$ cat src/rtl/base_unpack_ctrl.sv
// Unpacks words of 2-bit nucleotide codes into one ASCII character per cycle.
// Streams use valid/ready on both sides, and a new word can load as the last base leaves.
module base_unpack_ctrl #(
  parameter int WORD_W = 32,
  parameter int CNT_W  = $clog2(WORD_W/2),
  parameter int TOT_W  = 32
) (
  input  logic              clk,
  input  logic              rst_n,
  input  logic              in_valid,
  output logic              in_ready,
  input  logic [WORD_W-1:0] in_data,
  input  logic [CNT_W-1:0]  in_count,
  input  logic              in_last,
  output logic              out_valid,
  input  logic              out_ready,
  output logic [7:0]        out_char,
  output logic              out_last,
  output logic              frame_done,
  output logic [TOT_W-1:0]  total_bases
);

  localparam int BASES = WORD_W / 2;
  localparam int REM_W = $clog2(BASES + 1);

  typedef enum logic {EMPTY, DRAIN} state_e;

  state_e            state;
  logic [WORD_W-1:0] sr;
  logic [REM_W-1:0]  rem;
  logic              lst;
  logic              out_hs;
  logic              in_hs;
  logic              rem_one;
  logic [REM_W-1:0]  load_rem;

  // NOTE: every signal assigned in always_comb gets a value on every path, so no latch is inferred.
  always_comb begin
    rem_one   = (rem == REM_W'(1));
    out_valid = (state == DRAIN);
    out_last  = lst & rem_one;
    in_ready  = (state == EMPTY) | (rem_one & out_ready);
    out_hs    = out_valid & out_ready;
    in_hs     = in_valid & in_ready;
    load_rem  = (in_count == '0) ? REM_W'(BASES) : REM_W'(in_count);
    unique case (sr[WORD_W-1 -: 2])
      2'b00:   out_char = 8'h41;
      2'b01:   out_char = 8'h43;
      2'b10:   out_char = 8'h54;
      default: out_char = 8'h47;
    endcase
  end

  // NOTE: state registers use non-blocking assignments so every update sees pre-edge values.
  always_ff @(posedge clk) begin
    if (!rst_n) begin
      state       <= EMPTY;
      sr          <= '0;
      rem         <= '0;
      lst         <= 1'b0;
      frame_done  <= 1'b0;
      total_bases <= '0;
    end else begin
      frame_done <= out_hs & out_last;
      if (out_hs && total_bases != '1)
        total_bases <= total_bases + 1'b1;
      // A load wins over the shift; it can only coincide with the final base leaving.
      if (in_hs) begin
        state <= DRAIN;
        sr    <= in_data;
        rem   <= load_rem;
        lst   <= in_last;
      end else if (out_hs) begin
        sr  <= {sr[WORD_W-3:0], 2'b00};
        rem <= rem - 1'b1;
        if (rem_one)
          state <= EMPTY;
      end
    end
  end

endmodule

$ cat config.mk
export PLATFORM = sky130hd
export DESIGN_NAME = base_unpack_ctrl
export DESIGN_NICKNAME = d
export VERILOG_FILES = /design/src/rtl/base_unpack_ctrl.sv
export SDC_FILE = /design/constraint.sdc
export NUM_CORES = 1
export LEC_CHECK = 0
export BUFFER_PORTS_ARGS = -buffer_cell sky130_fd_sc_hd__buf_2
export CAP_MARGIN = 5
export CORE_UTILIZATION = 42
export CTS_BUF_LIST = sky130_fd_sc_hd__clkbuf_8
export CTS_CLUSTER_SIZE = 20
export DETAILED_ROUTE_END_ITERATION = 6
export PLACE_DENSITY = 0.77
export REMOVE_ABC_BUFFERS = 1
export SYNTH_ARGS = -nofsm -noshare
export SYNTH_HDL_FRONTEND = slang
export SYNTH_SLANG_ARGS = --single-unit
$ cat constraint.sdc
create_clock -name clk -period 1.6 [get_ports clk]
set_input_delay 0.32 -clock clk [delete_from_list [all_inputs] [get_ports clk]]
set_output_delay 0.32 -clock clk [all_outputs]
set_load 0.05 [all_outputs]
; After elaboration in Yosys (flattened, before gate mapping)
; Cells that the tools add are included.
[totals]
regBits = 72
output_inout_bits = 44
elab_cells = 34
[op_classes]
n_addsub = 2
eq_ne = 4
n_mux = 9
bitwise = 7
n_reduce_logical = 6
[ops]
columns = operator, count
row1 = $mux W32, 2
row2 = $add A32 B1 Y32 const B, 1
row3 = $ne A32 B32 Y1 const B, 1
row4 = $mux W5, 3
row5 = $pmux W5 S3, 1
row6 = $and A1 B1 Y1, 5
row7 = $eq A5 B1 Y1 const B, 1
row8 = $sub A5 B1 Y5 const B, 1
row9 = $logic_not A4 Y1, 1
row10 = $reduce_bool A2 Y1, 2
row11 = $mux W1, 3
row12 = $eq A2 B1 Y1 const B, 1
row13 = $eq A2 B2 Y1 const B, 1
row14 = $logic_not A2 Y1, 1
row15 = $reduce_and A2 Y1, 1
row16 = $logic_and A1 B1 Y1, 1
row17 = $not A1 Y1, 1
row18 = $or A1 B1 Y1, 1

; Depth between registers and ports, before layout
[logic_depth]
ltp_word = 6
ltp_mapped = 9
ltp_nobuf = 7

; Worst setup path before layout
; No wires, ideal clock.
[synth_path]
path_kind = reg-to-reg
start = register total_bases[0]
end = register total_bases[30]
setup_time_ns = 0.071
arrival_time_ns = 2.103
required_time_ns = 1.529
slack_ns = -0.574
path_stages_with_launch = 8
path_buffers = 1
synth_period_minus_slack_ns = 2.174
cell_sequence = dfxtp_1 ha_1 clkbuf_1 nand3_1 nor3_1 nand4b_1 or3_1 a21oi_1
[synth_between]
elab_chain_len = 2
word_cells_on_any_way = 3
classes_between = add/sub: 1 / eq/ne: 1 / reduce/logical: 1
[synth_rtl]
columns = element, line_no
row1 = "start, declared", 20  ; output logic [TOT_W-1:0] total_bases
row2 = "start signal, assigned", 66  ; total_bases <= total_bases + 1'b1;
row3 = branches (longest 2 deep; another with $add A32 B1 Y32), n/a
; Parallel ways; which one is timed is not known.
; A chain may end at the register's enable or synchronous reset.

; Final worst setup path
[layout_path]
start = register rem[1]
end = output in_ready
[layout_between]
elab_chain_len = 3
[layout_rtl]
columns = element, line_no
row1 = "start, declared", 30  ; logic [REM_W-1:0] rem;
row2 = "start signal, assigned", 71  ; rem <= load_rem;
row3 = "start signal, assigned", 75  ; rem <= rem - 1'b1;
row4 = $eq A5 B1 Y1, 39  ; rem_one = (rem == REM_W'(1));
row5 = $and A1 B1 Y1, 42  ; in_ready = (state == EMPTY) | (rem_one & out_ready);
row6 = $or A1 B1 Y1, 42
row7 = "end, declared", 11  ; output logic in_ready,
; No other way between the ends.

==> impl_metrics.prom <==
# TYPE chip_impl_metric gauge
chip_impl_info{name="outcome",value="finished with violations"} 1
chip_impl_info{name="violations",value="negative setup slack"} 1
chip_impl_metric{name="power_density",unit="nW/µm²"} 763
chip_impl_metric{name="grt_max_degree",unit=""} 50
chip_impl_metric{name="synthDistinctLibCells",unit=""} 49
chip_impl_metric{name="sequential_share_of_power",unit=""} 0.464
chip_impl_metric{name="post_route_cells_drive_above_1_share",unit=""} 0.474
chip_impl_metric{name="hold_viol_final",unit=""} 0
chip_impl_metric{name="drtAntennaViolNets",unit=""} 0
chip_impl_metric{name="synth.cell_area",unit="µm²"} 3510
chip_impl_info{name="hp-class",value="in2reg"} 1
chip_impl_metric{name="arrival",unit="ns"} 1.51
chip_impl_metric{name="power_switching_share",unit=""} 0.266
chip_impl_metric{name="hold_slack",unit="ns"} 0.198
chip_impl_metric{name="synthesis.area_per_instance",unit="µm²"} 8.02
chip_impl_metric{name="dpl-instance-area",unit="µm²"} 4460
chip_impl_metric{name="numPortBuffers",unit=""} 80
chip_impl_info{name="crit_type",value="reg2out"} 1
chip_impl_info{name="commonest_register_cell_after_synthesis",value="sky130_fd_sc_hd__dfxtp_1"} 1
chip_impl_metric{name="seq_total_area_yosys",unit=""} 0.410
chip_impl_metric{name="final_core_util",unit=""} 0.684
chip_impl_metric{name="drtIter0Drc",unit=""} 181
chip_impl_metric{name="dieHeight",unit="µm"} 93.5
chip_impl_metric{name="finalSetupViolations",unit=""} 61
chip_impl_metric{name="post-route-period-util",unit=""} 1.14
chip_impl_info{name="mostFrequentLayoutCells",value="sky130_fd_sc_hd__nand2_1, sky130_fd_sc_hd__buf_4, sky130_fd_sc_hd__buf_2"} 1
chip_impl_metric{name="post-route-drc-count",unit=""} 0
chip_impl_metric{name="postLayoutSetupSlackWorst",unit="ns"} -0.229
chip_impl_metric{name="p_sw",unit="mW"} 1.10
chip_impl_metric{name="cellLeakagePower",unit="nW"} 2.32
chip_impl_metric{name="required",unit="ns"} 1.28
chip_impl_metric{name="finalClockSkew",unit="ns"} 0.0113
chip_impl_metric{name="clock_net_sink_count",unit=""} 72
chip_impl_metric{name="postLayoutCellArea",unit="µm²"} 5420
chip_impl_metric{name="yosysWarnings",unit=""} 0
chip_impl_metric{name="number_of_clock_buffers_inserted_by_tritoncts",unit=""} 9
chip_impl_metric{name="std_cell_rows",unit=""} 32
chip_impl_metric{name="chipWidth",unit="µm"} 93.5
chip_impl_metric{name="critical_path.max_fanout",unit=""} 2
chip_impl_metric{name="cts.reportedPaths.clkPinSlew",unit="ns"} 0.08
chip_impl_metric{name="n_antenna_cell",unit=""} 0
chip_impl_metric{name="fp.coreArea",unit="µm²"} 7930
chip_impl_metric{name="floorplan.initialDensity",unit=""} 0.443
chip_impl_metric{name="pins_over_their_slew_limit",unit=""} 0
chip_impl_metric{name="ys_seq_elements",unit=""} 72
chip_impl_info{name="type_of_destination_of_the_critical_path",value="output pin"} 1
chip_impl_metric{name="finish.cell_count_without_fillers",unit=""} 705
chip_impl_metric{name="maxCapViolCount",unit=""} 0
chip_impl_metric{name="design_power_total",unit="mW"} 4.14
chip_impl_metric{name="worstPathBufferInverterCount",unit=""} 4
chip_impl_metric{name="regToRegSetupSlack",unit="ns"} -0.14
chip_impl_info{name="layout_commonest_cell",value="sky130_fd_sc_hd__nand2_1"} 1
chip_impl_metric{name="final_wtd_congestion",unit=""} 0.812
chip_impl_metric{name="drt_first_pass_iters",unit=""} 4
chip_impl_metric{name="ios",unit=""} 85
chip_impl_info{name="tritoncts",value="built"} 1
chip_impl_metric{name="grt_overflow_total",unit=""} 0
chip_impl_metric{name="routed_via_density",unit=""} 5.54
chip_impl_metric{name="cp_slowest_stage_delay",unit="ns"} 0.33
chip_impl_metric{name="vdd.ir_drop.worst",unit="mV"} 0.534
chip_impl_info{name="cpMaxStageDelayCell",value="sky130_fd_sc_hd__dfxtp_2"} 1
chip_impl_info{name="chain_of_cells_forming_the_critical_path",value="inv_2 > ha_4 > nor4b_4 > a21boi_2 > buf_4 > inv_4 > buf_8"} 1
chip_impl_metric{name="grt_antenna_before_repair",unit=""} 0
chip_impl_metric{name="postRouteWirelength",unit="µm"} 11200
chip_impl_metric{name="count_of_vias_placed_by_the_detailed_router",unit=""} 3903
chip_impl_metric{name="hold_fix_buffer_count_after_cts",unit=""} 0
chip_impl_metric{name="internal_power",unit="mW"} 3.04
chip_impl_metric{name="synth_enable_flop_cells",unit=""} 0
chip_impl_metric{name="route.detailed.wl_per_inst",unit="µm"} 15.8
chip_impl_metric{name="dp.final_hpwl",unit="µm"} 6460
chip_impl_metric{name="place_inst",unit=""} 659
chip_impl_metric{name="flow.area_growth_from_synthesis",unit="%"} 54.3
chip_impl_metric{name="grt_pass1_wl",unit="µm"} 16500
chip_impl_metric{name="maxClockFrequency",unit="MHz"} 547
chip_impl_metric{name="combinational_power_share",unit=""} 0.139
chip_impl_metric{name="period_minus_slack",unit="ns"} 1.83
chip_impl_metric{name="cts-htree-levels",unit=""} 3
chip_impl_info{name="timing.critical_path.max_delay_family",value="buffers and inverters"} 1
chip_impl_metric{name="layout.nets",unit=""} 642
chip_impl_metric{name="die_area",unit="µm²"} 8740
chip_impl_metric{name="cts_buffer_depth",unit=""} 2
chip_impl_info{name="startpoint_kind_of_the_worst_setup_timing_path",value="flop"} 1
chip_impl_metric{name="latest_clock_arrival_within_the_worst_skew_pair",unit="ns"} 0.36
chip_impl_metric{name="power_frac_clock",unit=""} 0.396
chip_impl_metric{name="async_reset_ff_frac",unit=""} 0
chip_impl_info{name="root_buffer",value="sky130_fd_sc_hd__clkbuf_8"} 1
chip_impl_metric{name="vias_in_the_first_global_route",unit=""} 3654
chip_impl_info{name="grt_setup_unrepaired",value="yes"} 1
chip_impl_metric{name="grtUsageTotal",unit=""} 0.238
chip_impl_metric{name="postSynthCellCount",unit=""} 438
## path summary, 6_finish.rpt
| kind | depth (start not counted) | startpoint | to |
|---|---|---|---|
| setup reg to reg | 6 | total_bases[20]$_SDFFE_PN0P_ | total_bases[27]$_SDFFE_PN0P_ |
| hold reg to reg | 2 | lst$_SDFFE_PN0P_ | lst$_SDFFE_PN0P_ |
| hold / removal | 3 | in_data[0] | sr[0]$_SDFFE_PN0P_ |
| setup / recovery | 7 | rem[1]$_SDFFE_PN0P_ | in_ready |
## through the flow
stage	worst slack, ns	TNS, ns
floorplan	-1.26	-63.85
global placement	-0.105	-4.36
detailed placement	-0.224	-9.09
CTS	-0.236	-1.89
global route	-0.334	-11.28
finish	-0.229	-3.48
## per-layer routing
layer  global-route usage  wire length, µm  up-vias
met5                    0                0        -
met4                0.109              285        0
met3               0.0593              633       28
met2                0.415             5740      132
met1                0.273             4500     1878
li1                     -                -     1865
## Yosys cell counts (2+ instances only)
library cell	number	area [µm²]
sky130_fd_sc_hd__and2_1	3	18.8
sky130_fd_sc_hd__o31ai_1	3	22.5
sky130_fd_sc_hd__inv_1	8	30.0
sky130_fd_sc_hd__nand4_1	11	68.8
sky130_fd_sc_hd__a311oi_1	30	263
sky130_fd_sc_hd__nor3_1	2	10.0
sky130_fd_sc_hd__a211oi_1	4	30.0
sky130_fd_sc_hd__a21oi_1	21	105
sky130_fd_sc_hd__dfxtp_1	72	1440
sky130_fd_sc_hd__buf_4	4	30.0
sky130_fd_sc_hd__xnor2_1	5	43.8
sky130_fd_sc_hd__clkbuf_2	2	10.0
sky130_fd_sc_hd__buf_2	6	30.0
sky130_fd_sc_hd__clkbuf_1	22	82.6
sky130_fd_sc_hd__or3_1	13	81.3
sky130_fd_sc_hd__or4_1	3	22.5
sky130_fd_sc_hd__mux2i_1	9	90.1
sky130_fd_sc_hd__and4_1	7	61.3
sky130_fd_sc_hd__ha_1	3	37.5
sky130_fd_sc_hd__nor2_1	43	161
sky130_fd_sc_hd__nand2_1	94	353
sky130_fd_sc_hd__conb_1	2	7.51
sky130_fd_sc_hd__and3_1	3	18.8
sky130_fd_sc_hd__nand2b_1	10	62.6
sky130_fd_sc_hd__nand3_1	14	70.1
sky130_fd_sc_hd__o211ai_1	3	22.5
sky130_fd_sc_hd__o21ai_0	14	70.1
sky130_fd_sc_hd__xor2_1	2	17.5
sky130_fd_sc_hd__nor4_1	5	31.3
## sequential cells by signal (all words and copies together), names as in the netlist
signal,cells
out_valid,1
rem,5
sr,32
lst,1
total_bases,32
frame_done,1
## timing repair
item                                    in CTS  in global routing
pin swaps                                   31                 28
endpoints found under the setup margin      70                 73
buffers inserted                            19                 14
gates cloned                                 0                  1
gates resized for setup                     74                 63
hold endpoints to repair                     0                  0
## kinds of logic after synthesis
logic type	Yosys count	synth area share
AND/OR/NAND/NOR	219	0.312
AO/OA/AOI/OAI	82	0.168
flip-flops	72	0.410
buffers and inverters	44	0.0541
multiplexers	9	0.0256
XOR/XNOR	7	0.0174
adder cells (fa/ha/maj)	3	0.0107
other	2	0.00214
## layout make-up
cell class	count	area [µm²]
fillers	610	2510
multi-input cells	324	2250
repair buffers	182	1290
well taps	102	128
clock inverters	6	92.6
clock buffers	10	138
inverters	9	36.3
flip-flops and latches	72	1480
## worst reg2reg max path, stage by stage, from the launching register on
cell and delay, ns:
sky130_fd_sc_hd__dfxtp_2 0.37, sky130_fd_sc_hd__nand4_4 0.15, sky130_fd_sc_hd__nor4_4 0.30, sky130_fd_sc_hd__buf_4 0.20
sky130_fd_sc_hd__nand3b_4 0.13, sky130_fd_sc_hd__or3_4 0.41, sky130_fd_sc_hd__a21oi_2 0.12
## power by group through the flow
stage | clock [mW] | sequential, mW | combinational (mW)
floorplan | 0 | 1.99 | 0.261
global placement | 0 | 1.96 | 0.484
detailed placement | 0 | 1.96 | 0.497
CTS | 1.67 | 1.93 | 0.530
global route | 1.75 | 1.93 | 0.629
finish | 1.64 | 1.92 | 0.576
(Power assumes the default switching activity.)
